`config.mk`:
```
export PLATFORM = sky130hd
export DESIGN_NAME = tcdm_bank_responder
export DESIGN_NICKNAME = d
export VERILOG_FILES = /design/src/rtl/tcdm_bank_responder.sv
export SDC_FILE = /design/constraint.sdc
export NUM_CORES = 1
export LEC_CHECK = 0
export ABC_AREA = 1
export BUFFER_PORTS_ARGS = -buffer_cell sky130_fd_sc_hd__buf_2
export CAP_MARGIN = 30
export CORE_AREA = 2 2 162 164
export CTS_CLUSTER_SIZE = 12
export DETAILED_ROUTE_END_ITERATION = 10
export DIE_AREA = 0 0 164 166
export PLACE_DENSITY_LB_ADDON = 0.08
export RECOVER_POWER = 50
export REMOVE_ABC_BUFFERS = 1
export SYNTH_ARGS = -nofsm -noshare
export SYNTH_HDL_FRONTEND = slang
export SYNTH_SLANG_ARGS = --single-unit
```
`constraint.sdc`:
```
create_clock -name clk_i -period 4.8 [get_ports clk_i]
set_input_delay 0.72 -clock clk_i [delete_from_list [all_inputs] [get_ports clk_i]]
set_output_delay 0.72 -clock clk_i [all_outputs]
set_load 0.01 [all_outputs]
```
`src/rtl/tcdm_bank_responder.sv`:
```
// TCDM slave endpoint for one SRAM bank: plain loads/stores, RISC-V AMOs and LR/SC,
// with in-order responses through a fall-through, backpressurable response FIFO.
module tcdm_bank_responder #(
  parameter int unsigned BankAddrWidth = 8,
  parameter int unsigned MetaIdWidth   = 6,
  parameter int unsigned CoreIdWidth   = 2,
  parameter int unsigned IniAddrWidth  = 2,
  parameter int unsigned RespDepth     = 2,
  parameter bit          LrScEnable    = 1'b1
) (
  input  logic                     clk_i,
  input  logic                     rst_i,
  input  logic                     req_valid_i,
  output logic                     req_ready_o,
  input  logic [BankAddrWidth-1:0] req_addr_i,
  input  logic                     req_wen_i,
  input  logic [3:0]               req_be_i,
  input  logic [31:0]              req_data_i,
  input  logic [3:0]               req_amo_i,
  input  logic [MetaIdWidth-1:0]   req_meta_id_i,
  input  logic [CoreIdWidth-1:0]   req_core_id_i,
  input  logic [IniAddrWidth-1:0]  req_ini_addr_i,
  output logic                     resp_valid_o,
  input  logic                     resp_ready_i,
  output logic [31:0]              resp_data_o,
  output logic [MetaIdWidth-1:0]   resp_meta_id_o,
  output logic [CoreIdWidth-1:0]   resp_core_id_o,
  output logic [IniAddrWidth-1:0]  resp_ini_addr_o,
  output logic                     mem_req_o,
  output logic                     mem_we_o,
  output logic [BankAddrWidth-1:0] mem_addr_o,
  output logic [3:0]               mem_be_o,
  output logic [31:0]              mem_wdata_o,
  input  logic [31:0]              mem_rdata_i
);

  localparam int unsigned PtrW = (RespDepth > 1) ? $clog2(RespDepth) : 1;
  localparam int unsigned CntW = $clog2(RespDepth + 1);
  localparam logic [PtrW-1:0] LastPtr = PtrW'(RespDepth - 1);

  typedef enum logic {IDLE, AMO_WB} state_e;
  typedef enum logic [1:0] {SRC_RDATA, SRC_ZERO, SRC_ONE} src_e;
  typedef enum logic [3:0] {
    AMO_NONE = 4'h0, AMO_SWAP = 4'h1, AMO_ADD = 4'h2, AMO_AND  = 4'h3,
    AMO_OR   = 4'h4, AMO_XOR  = 4'h5, AMO_MAX = 4'h6, AMO_MAXU = 4'h7,
    AMO_MIN  = 4'h8, AMO_MINU = 4'h9, AMO_LR  = 4'hA, AMO_SC   = 4'hB
  } amo_e;

  typedef struct packed {
    logic [31:0]             data;
    logic [MetaIdWidth-1:0]  meta;
    logic [CoreIdWidth-1:0]  core;
    logic [IniAddrWidth-1:0] ini;
  } resp_t;

  state_e                   state;
  logic                     p_valid;
  src_e                     p_src;
  amo_e                     p_amo;
  logic [BankAddrWidth-1:0] p_addr;
  logic [31:0]              p_operand;
  logic [MetaIdWidth-1:0]   p_meta;
  logic [CoreIdWidth-1:0]   p_core;
  logic [IniAddrWidth-1:0]  p_ini;

  logic                     resv_valid;
  logic [BankAddrWidth-1:0] resv_addr;
  logic [CoreIdWidth-1:0]   resv_core;
  logic [IniAddrWidth-1:0]  resv_ini;

  resp_t                    fifo_q [RespDepth];
  logic [PtrW-1:0]          wptr, rptr;
  logic [CntW-1:0]          count;

  amo_e        amo_op;
  logic        is_amo, is_lr, is_sc, is_store, resv_holder, sc_ok;
  logic        accept, push, pop;
  logic [31:0] amo_new;
  resp_t       push_entry, head;

  always_comb begin
    amo_op      = (req_amo_i > 4'hB) ? AMO_NONE : amo_e'(req_amo_i);
    is_amo      = (amo_op >= AMO_SWAP) && (amo_op <= AMO_MINU);
    is_lr       = (amo_op == AMO_LR);
    is_sc       = (amo_op == AMO_SC);
    is_store    = (amo_op == AMO_NONE) && req_wen_i;
    resv_holder = resv_valid && (resv_core == req_core_id_i) && (resv_ini == req_ini_addr_i);
    sc_ok       = LrScEnable && resv_holder && (resv_addr == req_addr_i);
    // Credit check: a request accepted last cycle still owes a FIFO slot.
    req_ready_o = !rst_i && (state == IDLE) && ((32'(count) + 32'(p_valid)) < RespDepth);
    accept      = req_valid_i && req_ready_o;
  end

  always_comb begin
    amo_new = mem_rdata_i;
    unique case (p_amo)
      AMO_SWAP: amo_new = p_operand;
      AMO_ADD:  amo_new = mem_rdata_i + p_operand;
      AMO_AND:  amo_new = mem_rdata_i & p_operand;
      AMO_OR:   amo_new = mem_rdata_i | p_operand;
      AMO_XOR:  amo_new = mem_rdata_i ^ p_operand;
      AMO_MAX:  amo_new = ($signed(p_operand) > $signed(mem_rdata_i)) ? p_operand : mem_rdata_i;
      AMO_MAXU: amo_new = (p_operand > mem_rdata_i) ? p_operand : mem_rdata_i;
      AMO_MIN:  amo_new = ($signed(p_operand) < $signed(mem_rdata_i)) ? p_operand : mem_rdata_i;
      AMO_MINU: amo_new = (p_operand < mem_rdata_i) ? p_operand : mem_rdata_i;
      default:  amo_new = mem_rdata_i;
    endcase
  end

  always_comb begin
    mem_req_o   = 1'b0;
    mem_we_o    = 1'b0;
    mem_addr_o  = '0;
    mem_be_o    = '0;
    mem_wdata_o = '0;
    if (!rst_i) begin
      if (state == AMO_WB) begin
        mem_req_o   = 1'b1;
        mem_we_o    = 1'b1;
        mem_addr_o  = p_addr;
        mem_be_o    = '1;
        mem_wdata_o = amo_new;
      end else if (accept && !(is_sc && !sc_ok)) begin
        mem_req_o   = 1'b1;
        mem_we_o    = is_store || is_sc;
        mem_addr_o  = req_addr_i;
        mem_be_o    = req_be_i;
        mem_wdata_o = req_data_i;
      end
    end
  end

  always_comb begin
    push_entry.data = mem_rdata_i;
    if (p_src == SRC_ZERO) push_entry.data = '0;
    else if (p_src == SRC_ONE) push_entry.data = 32'd1;
    push_entry.meta = p_meta;
    push_entry.core = p_core;
    push_entry.ini  = p_ini;
    push            = p_valid && !rst_i;
    // Empty FIFO falls through so the response is visible in the push cycle.
    head            = (count == '0) ? push_entry : fifo_q[rptr];
    resp_valid_o    = !rst_i && ((count != '0) || p_valid);
    pop             = resp_valid_o && resp_ready_i;
    resp_data_o     = head.data;
    resp_meta_id_o  = head.meta;
    resp_core_id_o  = head.core;
    resp_ini_addr_o = head.ini;
  end

  always_ff @(posedge clk_i) begin
    if (push) fifo_q[wptr] <= push_entry;
  end

  always_ff @(posedge clk_i) begin
    if (rst_i) begin
      state      <= IDLE;
      p_valid    <= 1'b0;
      resv_valid <= 1'b0;
      wptr       <= '0;
      rptr       <= '0;
      count      <= '0;
    end else begin
      p_valid <= accept;
      if (accept) begin
        p_addr    <= req_addr_i;
        p_operand <= req_data_i;
        p_amo     <= amo_op;
        p_meta    <= req_meta_id_i;
        p_core    <= req_core_id_i;
        p_ini     <= req_ini_addr_i;
        if (is_sc)         p_src <= sc_ok ? SRC_ZERO : SRC_ONE;
        else if (is_store) p_src <= SRC_ZERO;
        else               p_src <= SRC_RDATA;
      end

      unique case (state)
        IDLE:    if (accept && is_amo) state <= AMO_WB;
        AMO_WB:  state <= IDLE;
        default: state <= IDLE;
      endcase

      if (state == AMO_WB) begin
        if (resv_addr == p_addr) resv_valid <= 1'b0;
      end else if (accept) begin
        if (is_lr && LrScEnable) begin
          resv_valid <= 1'b1;
          resv_addr  <= req_addr_i;
          resv_core  <= req_core_id_i;
          resv_ini   <= req_ini_addr_i;
        end else if (is_sc && resv_holder) begin
          resv_valid <= 1'b0;
        end else if (is_store && (resv_addr == req_addr_i)) begin
          resv_valid <= 1'b0;
        end
      end

      if (push) wptr <= (wptr == LastPtr) ? '0 : wptr + 1'b1;
      if (pop)  rptr <= (rptr == LastPtr) ? '0 : rptr + 1'b1;
      if (push && !pop)      count <= count + 1'b1;
      else if (pop && !push) count <= count - 1'b1;
    end
  end

endmodule

```
### Yosys cells after proc, flatten, opt, wreduce, memory -nomap -nowiden

Memory sizes are Yosys's and may differ from the RTL's. A register that Yosys moved wholly into a read port is not among the register bits.
Index checks and enable logic that the tools add are counted.

| storage, ports and cells | value |
|---|---|
| flip-flop bits (word level) | 75 |
| bits in writable memories | 84 |
| input port bits | 95 |
| output and inout bits | 90 |
| word-level logic and storage cells | 131 |
| memories kept | 1 |

Memories:

| memory | words | bits a word | read ports | clocked after memory_dff | write ports | line | RTL |
|---|---|---|---|---|---|---|---|
| fifo_q | 2 | 42 | 1 | 1 | 1 | 71 | `resp_t fifo_q [RespDepth];` |

| cells by class | value |
|---|---|
| $add $sub $neg | 6 |
| magnitude comparators | 8 |
| eq/ne operators | 18 |
| multiplexer cells | 43 |
| bitwise gates (word level) | 5 |
| reductions and logical operators | 34 |

Operators with widths:

| operator | count |
|---|---|
| $mux 32 | 9 |
| $pmux 32 s9 | 1 |
| $gt 32x32->1 | 2 |
| $lt 32x32->1 | 2 |
| $mux 42 | 1 |
| $add 32x32->32 | 1 |
| $and 32x32->32 | 1 |
| $or 32x32->32 | 1 |
| $xor 32x32->32 | 1 |
| $mux 8 | 3 |
| $mux 1 | 20 |
| $logic_and 1x1->1 | 18 |
| $eq 4x3->1 const B | 4 |
| $eq 4x4->1 const B | 4 |
| $eq 8x8->1 | 2 |
| $mux 4 | 4 |
| $eq 4x2->1 const B | 2 |
| $mux 2 | 4 |
| $reduce_bool 2->1 | 3 |
| $logic_not 1->1 | 5 |
| $eq 2x2->1 | 2 |
| $eq 4x1->1 const B | 1 |
| $ge 4x1->1 const B | 1 |
| $gt 4x4->1 const B | 1 |
| other kinds (18) | 21 |

### Logic depth before layout (Yosys ltp)

Gate-level depths: netlist of run 1.

| depth | value |
|---|---|
| word-level depth | 11 |
| depth in mapped cells | 21 |
| mapped depth without buffers | 20 |

### Least setup slack after synthesis of run 1

Ideal clock, no wire load.

| timing | value |
|---|---|
| path kind | input -> output |
| start | in rst_i |
| end | out mem_addr_o[0] |
| arrival time | 3.432 ns |
| slack | 0.648 ns |
| cell stages on the path | 8 |
| cells stage by stage | inv_1 > o2111ai_1 > inv_1 > nand2_1 > inv_1 > clkbuf_1 > nand3_1 > a21oi_1 |

| between the ends | value |
|---|---|
| longest elaborated chain between the ends | 8 |

RTL lines:

| item | line | RTL |
|---|---|---|
| from (decl) | 12 | `input logic rst_i,` |
| $logic_not 1->1 | 90 | `req_ready_o = !rst_i && (state == IDLE) && ((32'(count) + 32'(p_valid)) < RespDepth);` |
| $logic_and 1x1->1 (2 in a row) | 90 |  |
| net req_ready_o | 14 | `output logic req_ready_o,` |
| $logic_and 1x1->1 | 91 | `accept = req_valid_i && req_ready_o;` |
| $logic_and 1x1->1 | 123 | `end else if (accept && !(is_sc && !sc_ok)) begin` |
| $mux 8 | 123 |  |
| $mux 8 | 117 | `if (state == AMO_WB) begin` |
| $mux 8 | 116 | `if (!rst_i) begin` |
| to (decl) | 31 | `output logic [BankAddrWidth-1:0] mem_addr_o,` |

The timed path passes the listed nets, and every way through them passes these cells.

### Worst setup path in the final report of run 1

| timing | value |
|---|---|
| start | reg p_operand[23] |
| end | out mem_wdata_o[31] |

| between the ends | value |
|---|---|
| longest elaborated chain between the ends | 5 |

RTL lines:

| item | line | RTL |
|---|---|---|
| from (decl) | 61 | `logic [31:0] p_operand;` |
| from (signal assigned) | 167 | `p_operand <= req_data_i;` |
| $lt 32x32->1 (tied with other cells) | 105 | `AMO_MINU: amo_new = (p_operand < mem_rdata_i) ? p_operand : mem_rdata_i;` |
| $mux 32 (on tied branches) | -- |  |
| $pmux 32 s9 (*) | 96 | `unique case (p_amo)` |
| $mux 32 (*) | 117 |  |
| $mux 32 (*) | 116 |  |
| to (decl) | 33 | `output logic [31:0] mem_wdata_o,` |

Mark *: on every way between the ends. The rest lies on a longest branch, timed or not.

==> impl_metrics.tcl, run 1 <==
set metrics [dict create \
    clock_path_buffers 2 \
    hold_class "primary input to flip-flop" \
    power_mw 4.50 \
    fin_tns_setup_ps 0 \
    final_cell_area_um2 15700 \
    cap_violations 4 \
    wl_met1_mm 20.2 \
    wl_per_cell_um 20.4 \
    drive_above_1_share_pct 13.3 \
    rsz0062_at_grt "no" \
    p_per_area_nw_per_um2 287 \
    core_um2 25600 \
    maxSlewViolCount 100 \
    yosysWarnings 0 \
    top_layer "met4" \
    p_leak_nw 7.07 \
    ys_ff_latch 160 \
    cp_max_fo 29 \
    die_h_um 166 \
    grt_pass1_wl_mm 75.3 \
    vias 14700 \
    dp_slack_ps 108 \
    yosys.area_share.adder_pct 9.26 \
    slew_headroom_pct -24.8 \
    setup_viol 0 \
    syn_avg_cell_area_um2 7.11 \
    io_pins 185 \
    crit_top_cell "nand2_1" \
    synth_top_cell_area_share_pct 33.2 \
    worstPathCellList "inv_1 > ha_2 > inv_1 > a21oi_1 > o21a_1 > nand2_1 > a21oi_4 > nand2_2 > nand2_1 > buf_4 > nand2_1 > a21oi_1 > nor2_1 > nand3_1 > nand2_1 > a21oi_1 > buf_2" \
    cts_sinks 160 \
    synth_top_cell_by_area "edfxtp_1" \
    crit_start "p_operand[23]$_DFFE_PP_" \
    stdcell_count 2432 \
    violations "max-capacitance violations, max-slew violations" \
    placed_cells 2398 \
    area_delta_synth_final_pct 14.0 \
    finClkSkew_ps 20.0 \
    met2_length_mm 22.6 \
    r2r_start "count[1]$_SDFFE_PP0P_" \
    finalWorstSetupSlack_ps 161 \
    syn_inst 1932 \
    htree_num_levels 4 \
    worstHoldStart "req_meta_id_i[0]" \
    clkTransAtPathRegs_ps 80 \
    dp_hpwl_mm 34.7 \
    outcome "complete, but fails checks" \
    arrival_ps 3920 \
    initial_core_util_pct 53.6 \
    postCtsHoldBufs 0 \
    required_ps 4080 \
    grt_start_max_net_pins 76 \
    synth_mux_area_share_pct 0 \
    synth-edff-count 152 \
    synth-xor-area-share_pct 0.702 \
    final_common_cell "nand2_1" \
    grt_overflow 0 \
    nets 2279 \
    grt_pass1_vias 13500 \
    netlist_area_um2 13700 \
    placementRows 59 \
    place_area_um2 15100 \
    crit_slowest_cell "edfxtp_1" \
    startpoint_type "flip-flop" \
    cts_buffers 17 \
    min_period_over_period_pct 96.6 \
    drt_iter0_drc 1788 \
    slowest_delay_ps 430 \
    ys_seq_area_share_pct 34.4 \
    worstMarginPinSlew_ps 1870 \
    synth_compound_area_share_pct 16.8 \
    yosys-top-cells-area "edfxtp_1 33%, nand2_1 12%, ha_1 9.1%" \
    async_reset_ff_share_pct 0 \
    fmax_ghz 0.216 \
    drc 0 \
    cts-root-buf "clkbuf_16" \
    most-common-layout-cells "431 x nand2_1, 242 x nand3_1, 210 x nor2_1, 178 x inv_1, 160 x buf_2" \
    cts_tree "done" \
    die_x_um 164 \
    final.min_clock_period_ps 4640 \
    die_area_um2 27200 \
    ys_dominant_reg_cell "edfxtp_1" \
    antenna_found_initial 1 \
    synth_top_family_by_area "simple AND/OR/NAND/NOR gates" \
    clk_latency_ps 450 \
    yosysUniqueCellTypes 47 \
    portBuffers 184 \
    path_class "flip-flop to output port" \
    drtAntennaViolNets 0 \
    dr.pass1.iters 6 \
    grt_util_all_layers_pct 35.7 \
    routed_wl_mm 49.5 \
    ir_worst_vdd_uv 203 \
    dr_wl_met3_mm 4.61 \
    hold_violations 0 \
    drt-vias-per-instance 6.06 \
    synth-simple-area-share_pct 30.6 \
    worst_setup_path_end_kind "output port" \
    gp_congestion 0.980 \
]
## cell type report
cell class | count | area, µm²
Timing Repair Buffer | 236 | 1330
Antenna cell | 1 | 2.50
Clock buffer | 18 | 439
Clock inverter | 14 | 165
Inverter | 182 | 683
Fill cell | 2394 | 9960
Sequential cell | 160 | 4730
Multi-Input combinational cell | 1486 | 7900
Tap cell | 335 | 419
## cells in the mapped netlist, types with 2 or more instances
master,count
ha_1,100
dfxtp_1,8
nand3b_1,3
o21ai_1,2
clkbuf_1,75
and3_1,3
o22ai_1,13
nand4_1,20
nor3_1,42
a211oi_1,26
nand2_1,430
or2_2,12
nor4_1,5
o21a_1,3
o21ai_0,107
inv_2,2
edfxtp_1,152
a21o_1,5
nor3b_1,2
buf_1,4
buf_2,16
buf_6,4
a21boi_0,2
a221oi_1,3
o21bai_1,3
inv_1,179
o211ai_1,16
o31ai_1,26
a2bb2oi_1,2
xor2_1,7
nor2_1,214
a31oi_1,4
nand3_2,2
a21oi_1,154
a2111oi_0,4
nand3_1,243
buf_4,5
xnor2_1,4
o221ai_1,17
nand2_2,6
## worst max-delay path, delay by kind of cell, from the launching register on
family / cells / cell delay [ps]
compound gates: 5 / 1060
fa+ha+maj: 1 / 410
buf+inv: 4 / 820
flops: 1 / 430
simple gates: 7 / 740
## per-stage QoR
step | util, % | hold WS [ps]
3_3_place_gp | 58.8 | 452
4_1_cts | 61.3 | 441
5_1_grt | 61.1 | 436
3_5_place_dp | 58.9 | 465
6_report | 61.1 | 449
2_1_floorplan | - | 446
## routing by layer
layer,track usage (%),vias to the layer above
li1,-,6925
met1,48.9,6808
met2,56.4,877
met3,5.29,116
met4,15.3,0
met5,0,-
## where the power goes
part	switching [mW]	total, mW	internal (mW)
clock network	0.672	1.43	0.759
logic	0.990	1.44	0.447
registers	0.0373	1.63	1.60
total	1.70	4.50	2.80
## timing repair
action	in CTS	in global routing
gates resized for setup	0	7
endpoints found under the setup margin	0	25
buffers inserted	0	1
## kinds of logic (layout without fill, tap and decap cells)
group | after synthesis | count (layout)
AO/OA/AOI/OAI | 391 | 391
XOR/XNOR | 11 | 11
adder cells (fa/ha/maj) | 101 | 101
buffers and inverters | 286 | 450
flip-flops | 160 | 160
other | 0 | 1
AND/OR/NAND/NOR | 983 | 983
## flip-flops by register name, indices dropped and copies added (netlist names), named ones only
register / cells
p_meta: 6
p_ini: 2
rptr: 1
fifo_q: 84
count: 2
resv_valid: 1
state: 1
p_operand: 32
resv_ini: 2
p_amo: 4
resv_addr: 8
p_valid: 1
p_addr: 8
wptr: 1
p_core: 2
resv_core: 2
p_src: 2
## worst paths after layout
check | end | slack [ps] | cells after the start
worst min-delay path | p_meta[0]$_DFFE_PP_ | 450 | 1
worst max register to register | count[1]$_SDFFE_PP0P_ | 1850 | 8
worst max-delay path | mem_wdata_o[31] | 160 | 17
worst min register to register | rptr$_SDFFE_PP0P_ | 490 | 2
Power figures use the tool's default switching activity.
==> inputs of run 2 (changes only) <==
--- a/config.mk
+++ b/config.mk
@@ -6,12 +6,12 @@
 export NUM_CORES = 1
 export LEC_CHECK = 0
 export ABC_AREA = 1
-export BUFFER_PORTS_ARGS = -buffer_cell sky130_fd_sc_hd__buf_2
 export CAP_MARGIN = 30
 export CORE_AREA = 2 2 162 164
 export CTS_CLUSTER_SIZE = 12
 export DETAILED_ROUTE_END_ITERATION = 10
 export DIE_AREA = 0 0 164 166
+export DONT_BUFFER_PORTS = 1
 export PLACE_DENSITY_LB_ADDON = 0.08
 export RECOVER_POWER = 50
 export REMOVE_ABC_BUFFERS = 1
==> run 2 against run 1 <==
Net effect:
- the flow still finishes with violations (max-capacitance violations, max-slew violations)
- maximum frequency grew 1.8%
- register-to-register slack is essentially flat
- power fell by 1.2%
- clock skew rose by 2.6 ps
- clock power increased by 5%
==> impl_metrics.tcl, run 2 (same netlist as run 1, synthesis figures left out) <==
set metrics [dict create \
    area_delta_synth_final_pct 9.94 \
    hold_path_depth 0 \
    hold_class "primary input to flip-flop" \
    die_area_um2 27200 \
    vias 14000 \
    multi_input_area_um2 7920 \
    die_h_um 166 \
    worstMarginPinSlew_ps 2450 \
    die_x_um 164 \
    finClkSkew_ps 22.7 \
    fill_cells 2418 \
    final_common_cell "nand2_1" \
    fin_util_pct 58.9 \
    grt_overflow 0 \
    htree_num_levels 4 \
    final.min_clock_period_ps 4560 \
    regArea_um2 4720 \
    drtAntennaViolNets 0 \
    dp_slack_ps 502 \
    grt_util_all_layers_pct 35.3 \
    rr_worst_depth 5 \
    crit_start "p_operand[29]$_DFFE_PP_" \
    clock_path_buffers 2 \
    postCtsHoldBufs 0 \
    largest_reg_flops 84 \
    antenna_found_initial 0 \
    io_pins 185 \
    maxSlewViolCount 108 \
    required_ps 4080 \
    diodes 0 \
    cts_buffers 17 \
    grt_start_max_net_pins 76 \
    cts_tree "done" \
    ir_worst_vdd_uv 250 \
    drc 0 \
    dr.pass1.iters 6 \
    cts_sinks 160 \
    finalWorstSetupSlack_ps 244 \
    slew_headroom_pct -63.5 \
    outcome "complete, but fails checks" \
    cap_violations 3 \
    gp_congestion 1.00 \
    grt_pass1_vias 13200 \
    drt_iter0_drc 1483 \
    ff2ff_setup_slack_ps 1840 \
    core_um2 25600 \
    portBuffers 0 \
    placementRows 59 \
    violations "max-capacitance violations, max-slew violations" \
    drt-vias-per-instance 6.12 \
    arrival_ps 3840 \
    cts-root-buf "clkbuf_16" \
    largest_registers "fifo_q: 84 flops, p_operand: 32 flops" \
    nets 2134 \
    fmax_ghz 0.219 \
    hold_violations 0 \
    clkTransAtPathRegs_ps 80 \
    r2r_start "p_valid$_SDFF_PP0_" \
    routed_wl_mm 48.4 \
    most-common-layout-cells "430 x nand2_1, 242 x nand3_1, 208 x nor2_1, 177 x inv_1" \
    wl_per_cell_um 21.2 \
    setup_viol 0 \
    drive_above_1_share_pct 8.00 \
    fin_tns_setup_ps 0 \
    path_class "flip-flop to output port" \
    p_per_area_nw_per_um2 295 \
    clk_latency_ps 450 \
    min_period_over_period_pct 94.9 \
    initial_core_util_pct 53.6 \
    worst_setup_path_end_kind "output port" \
    grt_pass1_wl_mm 74.4 \
    dp_hpwl_mm 34.1 \
    place_area_um2 14500 \
    crit_end "mem_wdata_o[16]" \
    final_cell_area_um2 15100 \
    regToRegEndpoint "fifo_q[1][38]$_DFFE_PP_" \
    cp_max_fo 21 \
    startpoint_type "flip-flop" \
    p_leak_nw 6.53 \
    regMostFlops "fifo_q" \
]
==> run 2: critical path, stage by stage, from the launching register on <==
cell and delay, ps:
edfxtp_1 460, inv_1 170, ha_1 290, inv_1 210, nand3_1 140, nor2_2 230
and3_1 280, nand2_2 190, nand2_2 190, buf_12 180, buf_4 220, nand2_1 70
nand3_1 70, nand3_1 70, nor2_1 130, nand3b_1 90, nand2_1 120, a21oi_1 80
buf_4 170
==> run 2: cell type report <==
cell class	instances	area share (%)
multi-input cells	1486	52.5
repair buffers	91	4.81
inverters	182	4.53
flip-flops and latches	160	31.3
clock buffers	17	2.82
well taps	335	2.78
clock inverters	15	1.30
==> run 2: power by group <==
| part | leakage (nW) | switching, mW | internal, mW |
|---|---|---|---|
| Combinational | 4.77 | 0.927 | 0.386 |
| Sequential | 1.46 | 0.0381 | 1.60 |
| Clock | 0.298 | 0.703 | 0.798 |
==> run 2: worst min path at each step <==
stage	start	endpoint
final	req_data_i[20]	p_operand[20]$_DFFE_PP_
after floorplan	p_ini[0]$_DFFE_PP_	fifo_q[0][0]$_DFFE_PP_
after global placement	p_meta[5]$_DFFE_PP_	fifo_q[0][9]$_DFFE_PP_
after global routing	req_addr_i[3]	resv_addr[3]$_DFFE_PP_
after CTS	req_data_i[8]	p_operand[8]$_DFFE_PP_
after detailed placement	p_ini[0]$_DFFE_PP_	fifo_q[0][0]$_DFFE_PP_
==> run 2: per-layer routing <==
| layer | part of all wire [%] | GRT usage [%] | up-vias |
|---|---|---|---|
| li1 | - | - | 6634 |
| met1 | 41 | 47.3 | 6496 |
| met2 | 45 | 55.5 | 724 |
| met3 | 9.5 | 7.29 | 127 |
| met4 | 4.5 | 14.6 | 0 |
| met5 | 0 | 0 | - |
==> run 2: what timing repair did <==
item,4_1_cts,5_1_grt
setup buffers,0,0
endpoints found under the setup margin,0,3
resized for setup,0,2
==> run 2: metrics by stage <==
step | total power [mW] | instances | hold slack (ps)
floorplan | 2.50 | 1828 | 446
detailed placement | 2.95 | 2254 | 461
global route | 4.65 | 2286 | 346
global placement | 2.94 | 2251 | 452
CTS | 4.44 | 2286 | 346
finish | 4.45 | 2286 | 362
==> inputs of run 3 (changes only) <==
--- a/config.mk
+++ b/config.mk
@@ -7,10 +7,10 @@
 export LEC_CHECK = 0
 export ABC_AREA = 1
 export CAP_MARGIN = 30
-export CORE_AREA = 2 2 162 164
+export CORE_AREA = 2 2 169 171
 export CTS_CLUSTER_SIZE = 12
 export DETAILED_ROUTE_END_ITERATION = 10
-export DIE_AREA = 0 0 164 166
+export DIE_AREA = 0 0 171 173
 export DONT_BUFFER_PORTS = 1
 export PLACE_DENSITY_LB_ADDON = 0.08
 export RECOVER_POWER = 50
==> run 3 against run 2 <==
Net effect:
- the flow still finishes with violations (max-capacitance violations, max-slew violations)
- sequential share of layout area unchanged
- clock power down 5%
- combinational power about the same
- setup slack worse by 6.0 ps
- via count down 2.1%
- non-clock buffer count down 2
- global-route usage down 2.7 points
- sequential power about the same
- flip-flop and latch count unchanged
- power down 1.9%
- critical endpoint is now mem_wdata_o[11]
- largest cell class unchanged
==> impl_metrics.tcl, run 3 (same netlist as run 1, synthesis figures left out) <==
set metrics [dict create \
    outcome "complete, but fails checks" \
    violations "max-capacitance violations, max-slew violations" \
    grt_overflow 0 \
    vias 13700 \
    stdcell_count 2327 \
    drt_iter0_drc 1233 \
    worst_setup_path_end_kind "output port" \
    startpoint_type "flip-flop" \
    largest_registers "fifo_q: 84 flops, p_operand: 32 flops" \
    place_area_um2 14500 \
    regArea_um2 4720 \
    worstHoldStart "req_data_i[14]" \
    core_um2 27600 \
    cts-root-buf "clkbuf_16" \
    slew_headroom_pct -11.5 \
    fmax_ghz 0.219 \
    clock_path_buffers 2 \
    placementRows 61 \
    hold_violations 0 \
    placed_cells 2295 \
    die_area_um2 29600 \
    final.min_clock_period_ps 4560 \
    die_x_um 171 \
    grt_pass1_wl_mm 73.9 \
    min_period_over_period_pct 95.0 \
    cts_setup_buffers 0 \
    clk_latency_ps 460 \
    arrival_ps 3840 \
    worstMarginPinSlew_ps 1670 \
    wl_per_cell_um 20.9 \
    gp_congestion 0.972 \
    cts-resized-gates 0 \
    htree_num_levels 4 \
    required_ps 4080 \
    die_h_um 173 \
    cts_tree "done" \
    grt_util_all_layers_pct 32.6 \
    regMostFlops "fifo_q" \
    hold_class "primary input to flip-flop" \
    antenna_found_initial 0 \
    crit_start "p_operand[27]$_DFFE_PP_" \
    largest_reg_flops 84 \
    dr.pass1.iters 7 \
    multi_input_area_um2 7900 \
    drt-vias-per-instance 5.88 \
    drc 0 \
    cts_buffers 17 \
    fin_util_pct 54.6 \
    fin_tns_setup_ps 0 \
    drtAntennaViolNets 0 \
    hold_path_depth 0 \
    nets 2132 \
    rsz0062_at_grt "no" \
    maxSlewViolCount 72 \
    dp_hpwl_mm 34.3 \
    cp_max_fo 14 \
    initial_core_util_pct 49.7 \
    area_delta_synth_final_pct 9.94 \
    cap_violations 3 \
    grt_pass1_vias 12900 \
    final_cell_area_um2 15100 \
    path_class "flip-flop to output port" \
    routed_wl_mm 48.5 \
    p_leak_nw 6.52 \
    grt_start_max_net_pins 76 \
    p_per_area_nw_per_um2 289 \
    postCtsHoldBufs 0 \
    clkTransAtPathRegs_ps 90 \
    most-common-layout-cells "430 x nand2_1, 242 x nand3_1, 210 x nor2_1, 178 x inv_1, 153 x a21oi_1" \
    setup_viol 0 \
    final_common_cell "nand2_1" \
    fill_cells 2780 \
    diodes 0 \
    cts_sinks 160 \
    r2r_start "p_valid$_SDFF_PP0_" \
    rr_worst_depth 5 \
    io_pins 185 \
    finClkSkew_ps 15.0 \
    finalWorstSetupSlack_ps 238 \
    dp_slack_ps 465 \
    ir_worst_vdd_uv 300 \
    portBuffers 0 \
    drive_above_1_share_pct 7.75 \
]
-- run 3: cell count changes in the layout (fill, tap and decap cells not counted) --
cell       previous run  this run
inv_2                 4         3
ha_2                  1         0
nor2_4                3         1
ha_1                 99       100
nor2_1              208       210
a21oi_1             152       153
clkinv_2              0         1
clkbuf_1              4         2
inv_1               177       178
bufinv_16             2         1
inv_6                 3         4
a21oi_2               1         0
clkinv_4              2         1
-- run 3: per-stage QoR --
stage	total power, mW	hold slack (ps)
floorplan	2.50	446
global placement	2.94	452
detailed placement	2.96	461
CTS	4.37	321
global route	4.56	328
finish	4.36	344
-- run 3: cell type report --
cell class                      instances  area share, %
Timing Repair Buffer                   89           4.76
Tap cell                              378           3.13
Clock buffer                           17           2.82
Sequential cell                       160           31.3
Inverter                              182           4.53
Clock inverter                         15           1.14
Multi-Input combinational cell       1486           52.3
-- run 3: worst max-delay path, stage by stage (launching register included) --
cell      delay [ps]
edfxtp_1         530
inv_1            150
ha_1             410
nor2_1           170
nand2_1           80
nor2_2           220
and3_1           290
nand2_2          110
buf_4            210
nand3_2          100
nand2_2           90
nand2_2          220
buf_4            270
nand2_1           70
nand2_1           60
nor2_1            40
o21ai_1          120
a21oi_1           70
buf_4            170
-- run 3: worst paths after layout --
path                              to  slack (ps)
max                  mem_wdata_o[11]         240
min          p_operand[14]$_DFFE_PP_         340
max reg2reg  fifo_q[0][38]$_DFFE_PP_        2010
min reg2reg        rptr$_SDFFE_PP0P_         480
-- run 3: power by group --
part           switching, mW  internal, mW
sequential            0.0366          1.60
clock                  0.678         0.742
combinational          0.927         0.383
-- run 3: metal layers --
layer	up-vias	wire, µm	global-route usage, %
met2	606	22600	52.8
met4	0	1580	12.3
met1	6353	20600	42.9
met5	-	0	0
met3	86	3670	6.52
li1	6644	-	-
